$ cat config.mk
export PLATFORM = sky130hd
export DESIGN_NAME = itlb_refill_ctrl
export DESIGN_NICKNAME = d
export VERILOG_FILES = /design/src/rtl/mms_pkg.sv /design/src/rtl/itlb_victim_sel.sv /design/src/rtl/itlb_refill_ctrl.sv
export SDC_FILE = /design/constraint.sdc
export NUM_CORES = 1
export LEC_CHECK = 0
export BUFFER_PORTS_ARGS = -buffer_cell sky130_fd_sc_hd__buf_2
export CAP_MARGIN = 20
export CORE_MARGIN = 2
export CORE_UTILIZATION = 44
export CTS_BUF_LIST = sky130_fd_sc_hd__clkbuf_8
export DETAILED_ROUTE_END_ITERATION = 12
export GPL_ROUTABILITY_DRIVEN = 0
export PLACE_DENSITY = 0.78
export SYNTH_ARGS = -nofsm -noshare
export SYNTH_HDL_FRONTEND = slang
export SYNTH_SLANG_ARGS = --single-unit
$ cat constraint.sdc
create_clock -name clk_i -period 1.4 [get_ports clk_i]
set_input_delay 0.28 -clock clk_i [delete_from_list [all_inputs] [get_ports clk_i]]
set_output_delay 0.28 -clock clk_i [all_outputs]
set_load 0.02 [all_outputs]
$ cat src/rtl/mms_pkg.sv
// ---------------------------------------------------------------------------
// mms_pkg -- shared types for the memory-management slice.
//
// Contents:
//   vpn_t                 virtual page number (Sv39, 27 bits)
//   itlb_refill_state_e   ITLB refill controller states
//   itlb_plru_wd()        tree pseudo-LRU width for a given entry count
//   ITLB_PLRU_WD          tree pseudo-LRU width for the default entry count
//
// Build macros (defaults given here if the build does not supply them):
//   TLB_ENTRY_NUM   default ITLB entry count
//   ASID_WD         address-space identifier width
// ---------------------------------------------------------------------------
`ifndef TLB_ENTRY_NUM
`define TLB_ENTRY_NUM 4
`endif
`ifndef ASID_WD
`define ASID_WD 16
`endif

package mms_pkg;

  localparam int VPN_WD = 27;
  typedef logic [VPN_WD-1:0] vpn_t;

  typedef enum logic [2:0] {
    IDLE  = 3'd0,
    REQ   = 3'd1,
    WAIT  = 3'd2,
    FILL  = 3'd3,
    DRAIN = 3'd4
  } itlb_refill_state_e;

  // A binary tree over n leaves has n-1 internal nodes, one bit each.
  function automatic int itlb_plru_wd(input int n);
    return n - 1;
  endfunction

  localparam int ITLB_PLRU_WD = itlb_plru_wd(`TLB_ENTRY_NUM);

endpackage

$ cat src/rtl/itlb_victim_sel.sv
// ---------------------------------------------------------------------------
// itlb_victim_sel -- picks the ITLB entry to overwrite on a refill.
//
// The lowest-index entry that has not been filled since reset/flush wins.
// When every entry is valid the replacement policy decides:
//   default         round-robin pointer, advanced once per committed fill
//   ITLB_PLRU_EN    tree pseudo-LRU, touched by every hit lookup and fill
//
// Ports:
//   clk_i, rstn_i   clock, asynchronous active-low reset
//   flush_i         return the policy state to its reset value
//   valid_i         per-entry "filled since flush" bits
//   fill_i          a fill is committed this cycle at fill_idx_i
//   hit_i           a hit lookup is committed this cycle at hit_idx_i
//   victim_idx_o    entry to use for the next fill
// ---------------------------------------------------------------------------
`ifndef TLB_ENTRY_NUM
`define TLB_ENTRY_NUM 4
`endif

module itlb_victim_sel
  import mms_pkg::*;
#(
  parameter  int ENTRY_NUM = `TLB_ENTRY_NUM,
  localparam int IDX_WD    = $clog2(ENTRY_NUM)
) (
  input  logic                 clk_i,
  input  logic                 rstn_i,
  input  logic                 flush_i,
  input  logic [ENTRY_NUM-1:0] valid_i,
  input  logic                 fill_i,
  input  logic [IDX_WD-1:0]    fill_idx_i,
  input  logic                 hit_i,
  input  logic [IDX_WD-1:0]    hit_idx_i,
  output logic [IDX_WD-1:0]    victim_idx_o
);

  logic              inv_found;
  logic [IDX_WD-1:0] inv_idx;
  logic [IDX_WD-1:0] policy_idx;

  // Scanning from the top down leaves the lowest invalid index behind.
  always_comb begin
    inv_found = 1'b0;
    inv_idx   = '0;
    for (int i = ENTRY_NUM - 1; i >= 0; i--) begin
      if (!valid_i[i]) begin
        inv_found = 1'b1;
        inv_idx   = IDX_WD'(i);
      end
    end
  end

  assign victim_idx_o = inv_found ? inv_idx : policy_idx;

`ifdef ITLB_PLRU_EN
  localparam int PLRU_WD = itlb_plru_wd(ENTRY_NUM);

  logic [PLRU_WD-1:0] plru_q;
  logic [PLRU_WD-1:0] plru_d;

  // Node k has children 2k+1 / 2k+2; a 0 bit means the victim lies left.
  // Touching an entry points every node on its path at the other half.
  function automatic logic [PLRU_WD-1:0] plru_touch(
    input logic [PLRU_WD-1:0] tree,
    input logic [IDX_WD-1:0]  idx
  );
    logic [PLRU_WD-1:0] t;
    int                 node;
    logic               dir;
    t    = tree;
    node = 0;
    for (int lvl = 0; lvl < IDX_WD; lvl++) begin
      dir     = idx[IDX_WD-1-lvl];
      t[node] = ~dir;
      node    = 2 * node + 1 + int'(dir);
    end
    return t;
  endfunction

  function automatic logic [IDX_WD-1:0] plru_pick(input logic [PLRU_WD-1:0] tree);
    int node;
    node = 0;
    for (int lvl = 0; lvl < IDX_WD; lvl++) begin
      node = 2 * node + 1 + int'(tree[node]);
    end
    return IDX_WD'(node - (ENTRY_NUM - 1));
  endfunction

  // A fill and a hit can land in the same cycle; the hit is applied last.
  always_comb begin
    plru_d = plru_q;
    if (fill_i) plru_d = plru_touch(plru_d, fill_idx_i);
    if (hit_i)  plru_d = plru_touch(plru_d, hit_idx_i);
  end

  always_ff @(posedge clk_i or negedge rstn_i) begin
    if (!rstn_i)      plru_q <= '0;
    else if (flush_i) plru_q <= '0;
    else              plru_q <= plru_d;
  end

  assign policy_idx = plru_pick(plru_q);
`else
  logic [IDX_WD-1:0] rr_q;
  logic              unused_policy_in;

  // Entry count is a power of two, so the pointer wraps on its own.
  always_ff @(posedge clk_i or negedge rstn_i) begin
    if (!rstn_i)      rr_q <= '0;
    else if (flush_i) rr_q <= '0;
    else if (fill_i)  rr_q <= rr_q + 1'b1;
  end

  assign policy_idx       = rr_q;
  assign unused_policy_in = hit_i ^ (^hit_idx_i) ^ (^fill_idx_i);
`endif

endmodule

$ cat src/rtl/itlb_refill_ctrl.sv
// ---------------------------------------------------------------------------
// itlb_refill_ctrl -- ITLB miss handling: page-walk request, response wait,
// and a one-cycle fill strobe into the tag array.
//
// Build macro: ITLB_PLRU_EN selects tree pseudo-LRU replacement instead of
// the default round-robin pointer.
//
// Ports:
//   clk_i, rstn_i        clock, asynchronous active-low reset
//   tlb_flush_i          drop all ITLB state including an in-flight refill
//   lookup_valid_i       lookup this cycle (lookup_vpn_i, asid_i)
//   itlb_entry_hit_i     per-entry hit vector from the tag array
//   ptw_req_*            page-walk request (valid/ready, VPN, ASID)
//   ptw_resp_valid_i     page-walk response, ptw_resp_fault_i marks a fault
//   write_en_o           one-hot fill strobe
//   miss_busy_o          refill in progress
//   fault_o              one-cycle page-fault pulse
// ---------------------------------------------------------------------------
`ifndef TLB_ENTRY_NUM
`define TLB_ENTRY_NUM 4
`endif
`ifndef ASID_WD
`define ASID_WD 16
`endif

module itlb_refill_ctrl
  import mms_pkg::*;
#(
  parameter int ENTRY_NUM = `TLB_ENTRY_NUM
) (
  input  logic                 clk_i,
  input  logic                 rstn_i,
  input  logic                 tlb_flush_i,
  input  logic                 lookup_valid_i,
  input  vpn_t                 lookup_vpn_i,
  input  logic [`ASID_WD-1:0]  asid_i,
  input  logic [ENTRY_NUM-1:0] itlb_entry_hit_i,
  output logic                 ptw_req_valid_o,
  input  logic                 ptw_req_ready_i,
  output vpn_t                 ptw_req_vpn_o,
  output logic [`ASID_WD-1:0]  ptw_req_asid_o,
  input  logic                 ptw_resp_valid_i,
  input  logic                 ptw_resp_fault_i,
  output logic [ENTRY_NUM-1:0] write_en_o,
  output logic                 miss_busy_o,
  output logic                 fault_o
);

  localparam int IDX_WD = $clog2(ENTRY_NUM);

  itlb_refill_state_e state_q, state_d;

  vpn_t                 vpn_q;
  logic [`ASID_WD-1:0]  asid_q;
  logic [ENTRY_NUM-1:0] valid_q;
  logic [IDX_WD-1:0]    victim_q;
  logic [IDX_WD-1:0]    victim_idx;
  logic [IDX_WD-1:0]    hit_idx;
  logic                 fault_q;

  logic lookup_hit;
  logic miss_start;
  logic hit_commit;
  logic enter_fill;
  logic fill_commit;
  logic fault_set;

  // A flush in any state wins over whatever the same cycle would commit.
  assign lookup_hit  = |itlb_entry_hit_i;
  assign miss_start  = (state_q == IDLE) && lookup_valid_i && !lookup_hit && !tlb_flush_i;
  assign hit_commit  = (state_q == IDLE) && lookup_valid_i &&  lookup_hit && !tlb_flush_i;
  assign enter_fill  = (state_q == WAIT) && ptw_resp_valid_i && !ptw_resp_fault_i && !tlb_flush_i;
  assign fault_set   = (state_q == WAIT) && ptw_resp_valid_i &&  ptw_resp_fault_i && !tlb_flush_i;
  assign fill_commit = (state_q == FILL) && !tlb_flush_i;

  // Lowest set bit of the hit vector names the touched entry.
  always_comb begin
    hit_idx = '0;
    for (int i = ENTRY_NUM - 1; i >= 0; i--) begin
      if (itlb_entry_hit_i[i]) hit_idx = IDX_WD'(i);
    end
  end

  itlb_victim_sel #(
    .ENTRY_NUM (ENTRY_NUM)
  ) u_victim_sel (
    .clk_i        (clk_i),
    .rstn_i       (rstn_i),
    .flush_i      (tlb_flush_i),
    .valid_i      (valid_q),
    .fill_i       (fill_commit),
    .fill_idx_i   (victim_q),
    .hit_i        (hit_commit),
    .hit_idx_i    (hit_idx),
    .victim_idx_o (victim_idx)
  );

  always_ff @(posedge clk_i or negedge rstn_i) begin
    if (!rstn_i) begin
      state_q <= IDLE;
    end else begin
      state_q <= state_d;
    end
  end

  // Request payload, victim and fault pulse are all registered so the
  // page-walk request stays stable while it waits for ready.
  always_ff @(posedge clk_i or negedge rstn_i) begin
    if (!rstn_i) begin
      vpn_q    <= '0;
      asid_q   <= '0;
      victim_q <= '0;
      fault_q  <= 1'b0;
      valid_q  <= '0;
    end else begin
      fault_q <= fault_set;
      if (miss_start) begin
        vpn_q  <= lookup_vpn_i;
        asid_q <= asid_i;
      end
      if (enter_fill) victim_q <= victim_idx;
      if (tlb_flush_i)      valid_q           <= '0;
      else if (fill_commit) valid_q[victim_q] <= 1'b1;
    end
  end

  // A handshake that completes in the same cycle as a flush leaves a walk
  // outstanding, so its response still has to be drained.
  always_comb begin
    state_d         = state_q;
    ptw_req_valid_o = (state_q == REQ);
    miss_busy_o     = (state_q != IDLE);
    fault_o         = fault_q;
    write_en_o      = '0;
    if (fill_commit) write_en_o[victim_q] = 1'b1;

    unique case (state_q)
      IDLE: begin
        if (miss_start) state_d = REQ;
      end
      REQ: begin
        if (ptw_req_ready_i)  state_d = tlb_flush_i ? DRAIN : WAIT;
        else if (tlb_flush_i) state_d = IDLE;
      end
      WAIT: begin
        if (ptw_resp_valid_i)  state_d = (tlb_flush_i || ptw_resp_fault_i) ? IDLE : FILL;
        else if (tlb_flush_i)  state_d = DRAIN;
      end
      FILL: begin
        state_d = IDLE;
      end
      DRAIN: begin
        if (ptw_resp_valid_i) state_d = IDLE;
      end
      default: begin
        state_d = IDLE;
      end
    endcase
  end

  assign ptw_req_vpn_o  = vpn_q;
  assign ptw_req_asid_o = asid_q;

endmodule
After elaboration in Yosys (flattened, before gate mapping)

Cells that the tools add are included.

Register bits: 55

Bitwise operators: 1
Reductions and logical operators: 19
Equality and inequality tests: 8
Order comparisons: 2
Muxes and demuxes: 25
Add/sub/neg operators: 1

Operators by type and width:

| operator              | count |
|---|---|
| $mux W3               | 7 |
| $mux W2               | 8 |
| $mux W4               | 3 |
| $pmux W3 S4           | 1 |
| $logic_and A1 B1 Y1   | 10 |
| $eq A3 B2 Y1 const B  | 2 |
| $mux W1               | 5 |
| $ne A2 B2 Y1 const B  | 2 |
| $or A4 B4 Y4          | 1 |
| $reduce_and A4 Y1     | 1 |
| $reduce_or A4 Y1      | 1 |
| $eq A3 B1 Y1 const B  | 1 |
| $eq A3 B3 Y1 const B  | 1 |
| $logic_not A1 Y1      | 3 |
| $logic_not A3 Y1      | 1 |
| $lt A2 B3 Y1 const B  | 1 |
| $ne A3 B2 Y1 const B  | 1 |
| $ne A3 B3 Y1 const B  | 1 |
| $reduce_bool A3 Y1    | 1 |
| $add A2 B1 Y2 const B | 1 |
| $demux W1 S2          | 1 |
| $ge A2 B1 Y1 const B  | 1 |
| $reduce_bool A2 Y1    | 1 |
| $logic_or A1 B1 Y1    | 1 |

Depth between registers and ports, before layout

Gate-level depths: netlist of run 1.

Depth in word-level cells: 7
Depth in mapped cells: 5
Gate-level depth less buffers: 3

By module

A second synthesis of run 1 with hierarchy kept.

Cells, all modules: 163
Area total of the unflattened synthesis: 2449.8 sq um

By module, submodules not included:

| module           | sequential area each (sq um) | area an instance (sq um) | cells an instance | times used |
|---|---|---|---|---|
| itlb_refill_ctrl | 1326.3                       | 2328.5                   | 150               | 1 |
| itlb_victim_sel  | 50.0                         | 121.4                    | 13                | 1 |

Worst setup path after synthesis of run 1

OpenSTA, ideal clock, no wires.

Path kind: register to register
Start point: reg state_q[1]
End point: reg asid_q[0] (netlist: ptw_req_asid_o[0])
Data arrival time: 1.481 ns
Data required time: 1.275 ns
Buffers on the path: 1
Stages on the path, launching flop included: 5
Path slack: -0.206 ns
Path through: dfrtp_1 -> or3_4 -> nand3b_4 -> buf_6 -> mux2_4

Word-level cells in the longest chain between the ends: 4

RTL lines:

| element                           | RTL line                | text |
|---|---|---|
| start: declaration                | itlb_refill_ctrl.sv:51  | `itlb_refill_state_e state_q, state_d;` |
| start signal: assignment          | itlb_refill_ctrl.sv:102 | `state_q <= state_d;` |
| $logic_not A3 Y1                  | itlb_refill_ctrl.sv:70  | `assign miss_start = (state_q == IDLE) && lookup_valid_i && !lookup_hit && !tlb_flush_i;` |
| $logic_and A1 B1 Y1               | --                      |  |
| $logic_and A1 B1 Y1 (2 in series) | itlb_refill_ctrl.sv:70  |  |
| end signal: assignment            | itlb_refill_ctrl.sv:119 | `asid_q <= asid_i;` |
| end: declaration                  | itlb_refill_ctrl.sv:54  | `` logic [`ASID_WD-1:0] asid_q; `` |

No other way between the ends.
A chain may end at the register's enable or synchronous reset.

Final worst setup path of run 1

Start point: reg state_q[1]
End point: reg vpn_q[26] (netlist: ptw_req_vpn_o[26])

Word-level cells in the longest chain between the ends: 4

RTL lines:

| element                           | RTL line                | text |
|---|---|---|
| $logic_not A3 Y1                  | itlb_refill_ctrl.sv:70  |  |
| $logic_and A1 B1 Y1               | --                      |  |
| $logic_and A1 B1 Y1 (2 in series) | itlb_refill_ctrl.sv:70  |  |
| end signal: assignment            | itlb_refill_ctrl.sv:118 | `vpn_q <= lookup_vpn_i;` |
| end: declaration                  | itlb_refill_ctrl.sv:53  | `vpn_t vpn_q;` |

No other way between the ends.

==> run_results.csv, run 1 <==
group,metric,value,unit
cells_and_area,multi_input_area,0.00103,mm²
detailed_routing,antenna_left,0,
synth,syn_inst,163,
global_route,antenna_found_initial,0,
synth,netlist_area,0.00242,mm²
sta,finalCriticalPeriod,1650,ps
global_route,grt_use_total,16.8,%
critical_path,cpPeakStageDelay,390,ps
placed_design,place_area,0.00310,mm²
sta,skew,6.97,ps
detailed_routing,met2_wirelength,2510,µm
critical_path,critPathKind,"reg -> reg",
worst_hold_path,hold_path_class,"in -> reg",
cells_and_area,nets,338,
detailed_routing,drt-initial-drc-count,82,
synth,yosysUniqueCellTypes,30,
synth,yosysTopAreaCell,"dfrtp_1",
global_route,grt_pass1_wl,7960,µm
sta,rsz0062_at_grt,"true",
cts,cts_tree,"built",
global_route,grt_pass1_vias,1607,
critical_path,critPathLaunchType,"register",
die,rows,27,
die,core,0.00541,mm²
cts,cts_buffers,5,
detailed_routing,via_per_inst,4.89,
sta,hold-worst-slack,194,ps
die,die_x,78.2,µm
die,die_area,0.00612,mm²
detailed_routing,vias,1745,
critical_path,end_kind,"register",
placed_design,port_buffers,103,
detailed_routing,wl_per_cell,14.5,µm
sta,fmax,607,MHz
cells_and_area,register_area,0.00138,mm²
cells_and_area,insertedDiodeCount,0,
sta,tightest_slew,437,ps
synth,seq_area_frac_synth,56.8,%
cells_and_area,finish.instance_area,0.00334,mm²
detailed_routing,top_layer_used,"met4",
critical_path,critPathTopFamily,"simple AND/OR/NAND/NOR gates",
sta,slew_violations,0,
cts,htreeDepth,2,
power_and_ir_drop,total_power,4.04,mW
sta,period_share,118,%
critical_path,path_buf_inv,1,
die,initial_core_util,44.8,%
placed_design,dp_hpwl,3730,µm
die,ios,104,
cells_and_area,final_cell_mix,"buf_2 (97), dfrtp_1 (55), mux2_4 (40)",
synth,ys_warn_count,0,
global_route,grt_max_degree,37,
cells_and_area,final_common_cell,"buf_2",
synth,synth_nets,217,
critical_path,cp_data_arrival_time,1840,ps
sta,postLayoutSetupSlackWorst,-249,ps
synth,netlist.area_leader.share,56.8,%
sta,finalSetupViolCount,50,
cells_and_area,fillCellCount,435,
power_and_ir_drop,power_leakage,1.88,nW
synth,synth.top_cells.by_area,"dfrtp_1 (57%), mux2_4 (25%), buf_6 (1.9%), nor2_1 (1.5%), mux2_2 (1.4%)",
synth,syn_area_per_cell,14.9,µm²
detailed_routing,dr.pass1.iters,4,
placed_design,post-place-ws,-230,ps
cts,clkTransAtPathRegs,110,ps
detailed_routing,wirelength,5170,µm
status,outcome,"complete, but fails checks",
cts,root_buffer,"clkbuf_8",
detailed_routing,route.detailed.drc,0,
cells_and_area,area_delta_synth_final,37.9,%
sta,slew-limit-headroom,70.9,%
global_route,grt_overflow,0,
sta,hold_viol,0,
critical_path,slowest_stage,"dfrtp_1",
power_and_ir_drop,powerDensity,1210,mW/mm²
cts,clkSinkCount,55,
cells_and_area,drive_gt1_share,66.3,%
critical_path,required,1590,ps
run,cap_violations,0,
cts,clkLatencyLatePin,300,ps
critical_path,worstPathMaxFanout,25,
cells_and_area,utilization,61.9,%
power_and_ir_drop,vdd_drop_max,483,µV
die,fp.dieH,78.2,µm
synth,ys_ff_latch,55,
detailed_routing,met3_length,315,µm
status,failed_checks,"setup timing",
cts,clock_path_buffers,2,
detailed_routing,wl_met1,2300,µm
critical_path,cp_cell_sequence,"or3_4, nand3b_4, buf_12, mux2_4",
==> cell families after synthesis <==
| logic type | Yosys count | synth area share (%) |
|---|---|---|
| mux | 43 | 26.2 |
| simple gates | 33 | 8.31 |
| buf+inv | 14 | 3.41 |
| compound gates | 16 | 4.60 |
| flops | 55 | 56.8 |
| xor+xnor | 2 | 0.723 |
==> worst reg2reg max path, delay by kind of cell (launching register included) <==
family	cells	cell delay [ps]
muxes	1	320
DFF	1	390
and+or+nand+nor	2	610
buffers and inverters	1	220
==> layout make-up <==
type | count | area share, %
inverter | 5 | 0.561
tap | 72 | 2.69
sequential | 55 | 41.2
multi-input combinational | 94 | 31.0
clock inverter | 3 | 0.823
clock buffer | 5 | 2.06
timing repair buffer | 123 | 21.7
==> registers in the layout, indices dropped and copies added (netlist names) <==
register                 cells
ptw_req_vpn_o               27
fault_o                      1
state_q                      3
u_victim_sel.policy_idx      2
ptw_req_asid_o              16
victim_q                     2
valid_q                      4
==> repair_timing <==
action / 4_1_cts / 5_1_grt
resized for setup: 9 / 16
pin swaps: 5 / 7
setup buffers: 2 / 3
setup endpoints to repair: 49 / 52
hold endpoints to repair: 19 / 0
hold buffers: 1 / 0
==> routing by layer <==
layer  vias to the layer above  GRT usage, %
li1                        814             -
met4                         0          5.79
met2                        69          26.7
met1                       857          22.9
met3                         5          3.45
met5                         -             0
==> worst paths after layout <==
kind | cells past startpoint | to | start | slack [ps]
setup / recovery | 4 | ptw_req_vpn_o[26]$_DFFE_PN0P_ | state_q[1]$_DFFE_PN0P_ | -250
hold / removal | 2 | ptw_req_asid_o[15]$_DFFE_PN0P_ | asid_i[15] | 190
setup reg to reg | 4 | ptw_req_vpn_o[26]$_DFFE_PN0P_ | state_q[1]$_DFFE_PN0P_ | -250
hold reg to reg | 1 | ptw_req_vpn_o[19]$_DFFE_PN0P_ | ptw_req_vpn_o[19]$_DFFE_PN0P_ | 510
max in group asynchronous | 3 | ptw_req_vpn_o[0]$_DFFE_PN0P_ | rstn_i | 490
min in group asynchronous | 3 | ptw_req_vpn_o[18]$_DFFE_PN0P_ | rstn_i | 510
==> per-stage QoR <==
| step | instances | setup TNS, ps |
|---|---|---|
| finish | 357 | -10160 |
| CTS | 354 | -10970 |
| detailed placement | 343 | -8970 |
| global placement | 343 | -7100 |
| floorplan | 163 | -9110 |
| global route | 357 | -12370 |
==> synthesized netlist by cell type <==
library cell  instances
clkbuf_1              5
buf_6                 4
o311a_1               1
and3b_1               2
nand3_1               4
nand2_1               2
a31o_2                1
nand3b_4              1
and3_1                1
nor3_1                6
dfrtp_1              55
nand4b_1              1
or3_4                 1
nor4b_2               1
a21boi_0              1
a41o_1                1
nor3b_1               2
inv_1                 5
xor2_1                1
a31oi_1               3
mux2_2                3
a2bb2oi_1             1
a21oi_1               4
o21ai_0               2
xnor2_1               1
nor2b_1               2
nor2_1               10
a41oi_1               1
o41ai_1               1
mux2_4               40
==> report_power, final <==
part           leakage [nW]  switching, mW  internal [mW]
combinational          1.13          0.590          0.578
clock                0.0463          0.515          0.368
sequential            0.708          0.148           1.84
Note: power is estimated with default switching activity, not from simulation.
==> inputs of run 2 (changes only) <==
--- a/config.mk
+++ b/config.mk
@@ -13,6 +13,7 @@
 export DETAILED_ROUTE_END_ITERATION = 12
 export GPL_ROUTABILITY_DRIVEN = 0
 export PLACE_DENSITY = 0.78
+export SETUP_SLACK_MARGIN = 0.4
 export SYNTH_ARGS = -nofsm -noshare
 export SYNTH_HDL_FRONTEND = slang
 export SYNTH_SLANG_ARGS = --single-unit
==> run 2 against run 1 <==
Against the previous run:
- the flow still finishes with violations (setup timing)
- non-clock buffer count is 52 higher
- clock-buffer cell count stayed put
- register-to-register slack worse by 60 ps
- total power is 19% higher
- global-route usage is 3.3 points higher
- cell count is 15% higher
- setup slack worse by 60 ps
- critical endpoint is now ptw_req_vpn_o[5]$_DFFE_PN0P_
==> run_results.csv, run 2 (synthesis results as in run 1) <==
group,metric,value,unit
cts,clock_path_buffers,2,
die,fp.dieH,78.2,µm
sta,finalSetupViolCount,51,
cells_and_area,final_cells,409,
sta,final.setup.tns,-13620,ps
placed_design,dp_hpwl,3810,µm
sta,slew-limit-headroom,78.3,%
detailed_routing,vias,1999,
cells_and_area,nets,390,
power_and_ir_drop,powerDensity,1150,mW/mm²
critical_path,worstPathMaxFanout,7,
cts,clkSinkCount,55,
critical_path,reg2reg_from,"state_q[2]$_DFFE_PN0P_",
critical_path,end_kind,"register",
cells_and_area,insertedDiodeCount,0,
status,outcome,"complete, but fails checks",
cts,clkLatencyLatePin,300,ps
detailed_routing,antenna_left,0,
sta,fmax,585,MHz
worst_hold_path,hold_path_end,"ptw_req_asid_o[5]$_DFFE_PN0P_",
cts,htreeDepth,2,
cts,cts_tree,"built",
worst_hold_path,hold_path_class,"in -> reg",
status,failed_checks,"setup timing",
die,ios,104,
sta,hold_viol,0,
critical_path,critPathKind,"reg -> reg",
sta,slew_violations,0,
die,die_x,78.2,µm
detailed_routing,route.detailed.drc,0,
die,rows,27,
sta,tightest_slew,325,ps
cts,root_buffer,"clkbuf_8",
sta,period_share,122,%
critical_path,r2r.worst_path.cells,4,
critical_path,rrSetupSlack,-310,ps
power_and_ir_drop,vdd_drop_max,583,µV
global_route,antenna_found_initial,0,
cts,cts_buffers,5,
critical_path,required,1590,ps
critical_path,reg2reg_to,"ptw_req_vpn_o[5]$_DFFE_PN0P_",
cells_and_area,final_cell_mix,"buf_6 (59), buf_4 (58), dfrtp_1 (55)",
cells_and_area,fillCellCount,341,
cells_and_area,final_common_cell,"buf_6",
sta,hold-worst-slack,197,ps
sta,skew,3.50,ps
worst_hold_path,hp-start,"asid_i[5]",
global_route,grt_pass1_vias,1932,
detailed_routing,drt-initial-drc-count,81,
detailed_routing,wl_per_cell,16.9,µm
worst_hold_path,min_path_cells,2,
critical_path,cp_data_arrival_time,1900,ps
placed_design,dp_cells,344,
sta,finalCriticalPeriod,1710,ps
die,initial_core_util,44.8,%
detailed_routing,wirelength,6900,µm
critical_path,crit_start,"state_q[2]$_DFFE_PN0P_",
die,die_area,0.00612,mm²
global_route,grt_pass1_wl,9610,µm
global_route,grt_overflow,0,
placed_design,port_buffers,103,
detailed_routing,via_per_inst,4.89,
run,cap_violations,0,
cts,clkTransAtPathRegs,100,ps
cells_and_area,largest_reg_flops,27,
cells_and_area,drive_gt1_share,73.6,%
sta,rsz0062_at_grt,"true",
sta,postLayoutSetupSlackWorst,-308,ps
global_route,grt_max_degree,56,
detailed_routing,dr.pass1.iters,4,
die,core,0.00541,mm²
global_route,grt_use_total,20.1,%
power_and_ir_drop,power_leakage,2.25,nW
critical_path,critPathLaunchType,"register",
cells_and_area,area_delta_synth_final,71.9,%
run 2: cell types whose count changed in the layout (fill, tap and decap cells not counted), sizes merged:
cell    before  now
clkbuf       5    7
buf        122  172
run 2: how the worst max path moves through the flow:
stage | end | slack [ps]
after global placement | ptw_req_asid_o[4]$_DFFE_PN0P_ | -150
final | ptw_req_vpn_o[5]$_DFFE_PN0P_ | -310
after CTS | write_en_o[1] | -280
after global routing | write_en_o[0] | -350
after detailed placement | ptw_req_vpn_o[2]$_DFFE_PN0P_ | -180
after floorplan | ptw_req_asid_o[0]$_DFFE_PN0P_ | -200
run 2: per-stage QoR:
step           area (µm²)  total power [mW]  util [%]  worst slack (ps)
2_1_floorplan        2550              2.74         -              -202
3_3_place_gp         3210              3.16      59.4              -154
3_5_place_dp         3210              3.20      59.4              -185
4_1_cts              3930              4.60      72.7              -282
5_1_grt              4170              5.02      77.1              -348
6_report             4170              4.81      77.1              -308
run 2: report_power, final:
part           switching [mW]  internal (mW)
sequential              0.202           1.84
combinational           0.739           1.18
clock                   0.503          0.344
run 2: worst max-delay path, stage by stage, from the launching register on:
cell and delay (ps):
dfrtp_1 410, or3_4 390, nand3b_4 270, clkbuf_16 230
mux2_4 300
run 2: metal layers:
metal  part of all wire, %  wire length [µm]  GRT usage, %  up-vias
li1                      -                 -             -      923
met1                    41              2830          25.3      979
met2                    53              3640          35.3       89
met3                   5.2               356          4.02        8
met4                   1.1                79          5.79        0
met5                     0                 0             0        -
run 2: cell type report:
cell class / instances / area, µm² / share of cell area, %
Clock buffer: 5 / 68.8 / 1.65
Clock inverter: 3 / 16.3 / 0.391
Inverter: 5 / 18.8 / 0.451
Multi-Input combinational cell: 94 / 1130 / 27.1
Sequential cell: 55 / 1380 / 33.0
Tap cell: 72 / 90.1 / 2.16
Timing Repair Buffer: 175 / 1470 / 35.2
run 2: repair_timing:
item | 4_1_cts | 5_1_grt
gates cloned | 0 | 3
endpoints found under the setup margin | 105 | 105
hold buffers | 1 | 0
pin swaps | 10 | 6
gates resized for setup | 115 | 6
hold endpoints to repair | 55 | 0
setup buffers | 34 | 19
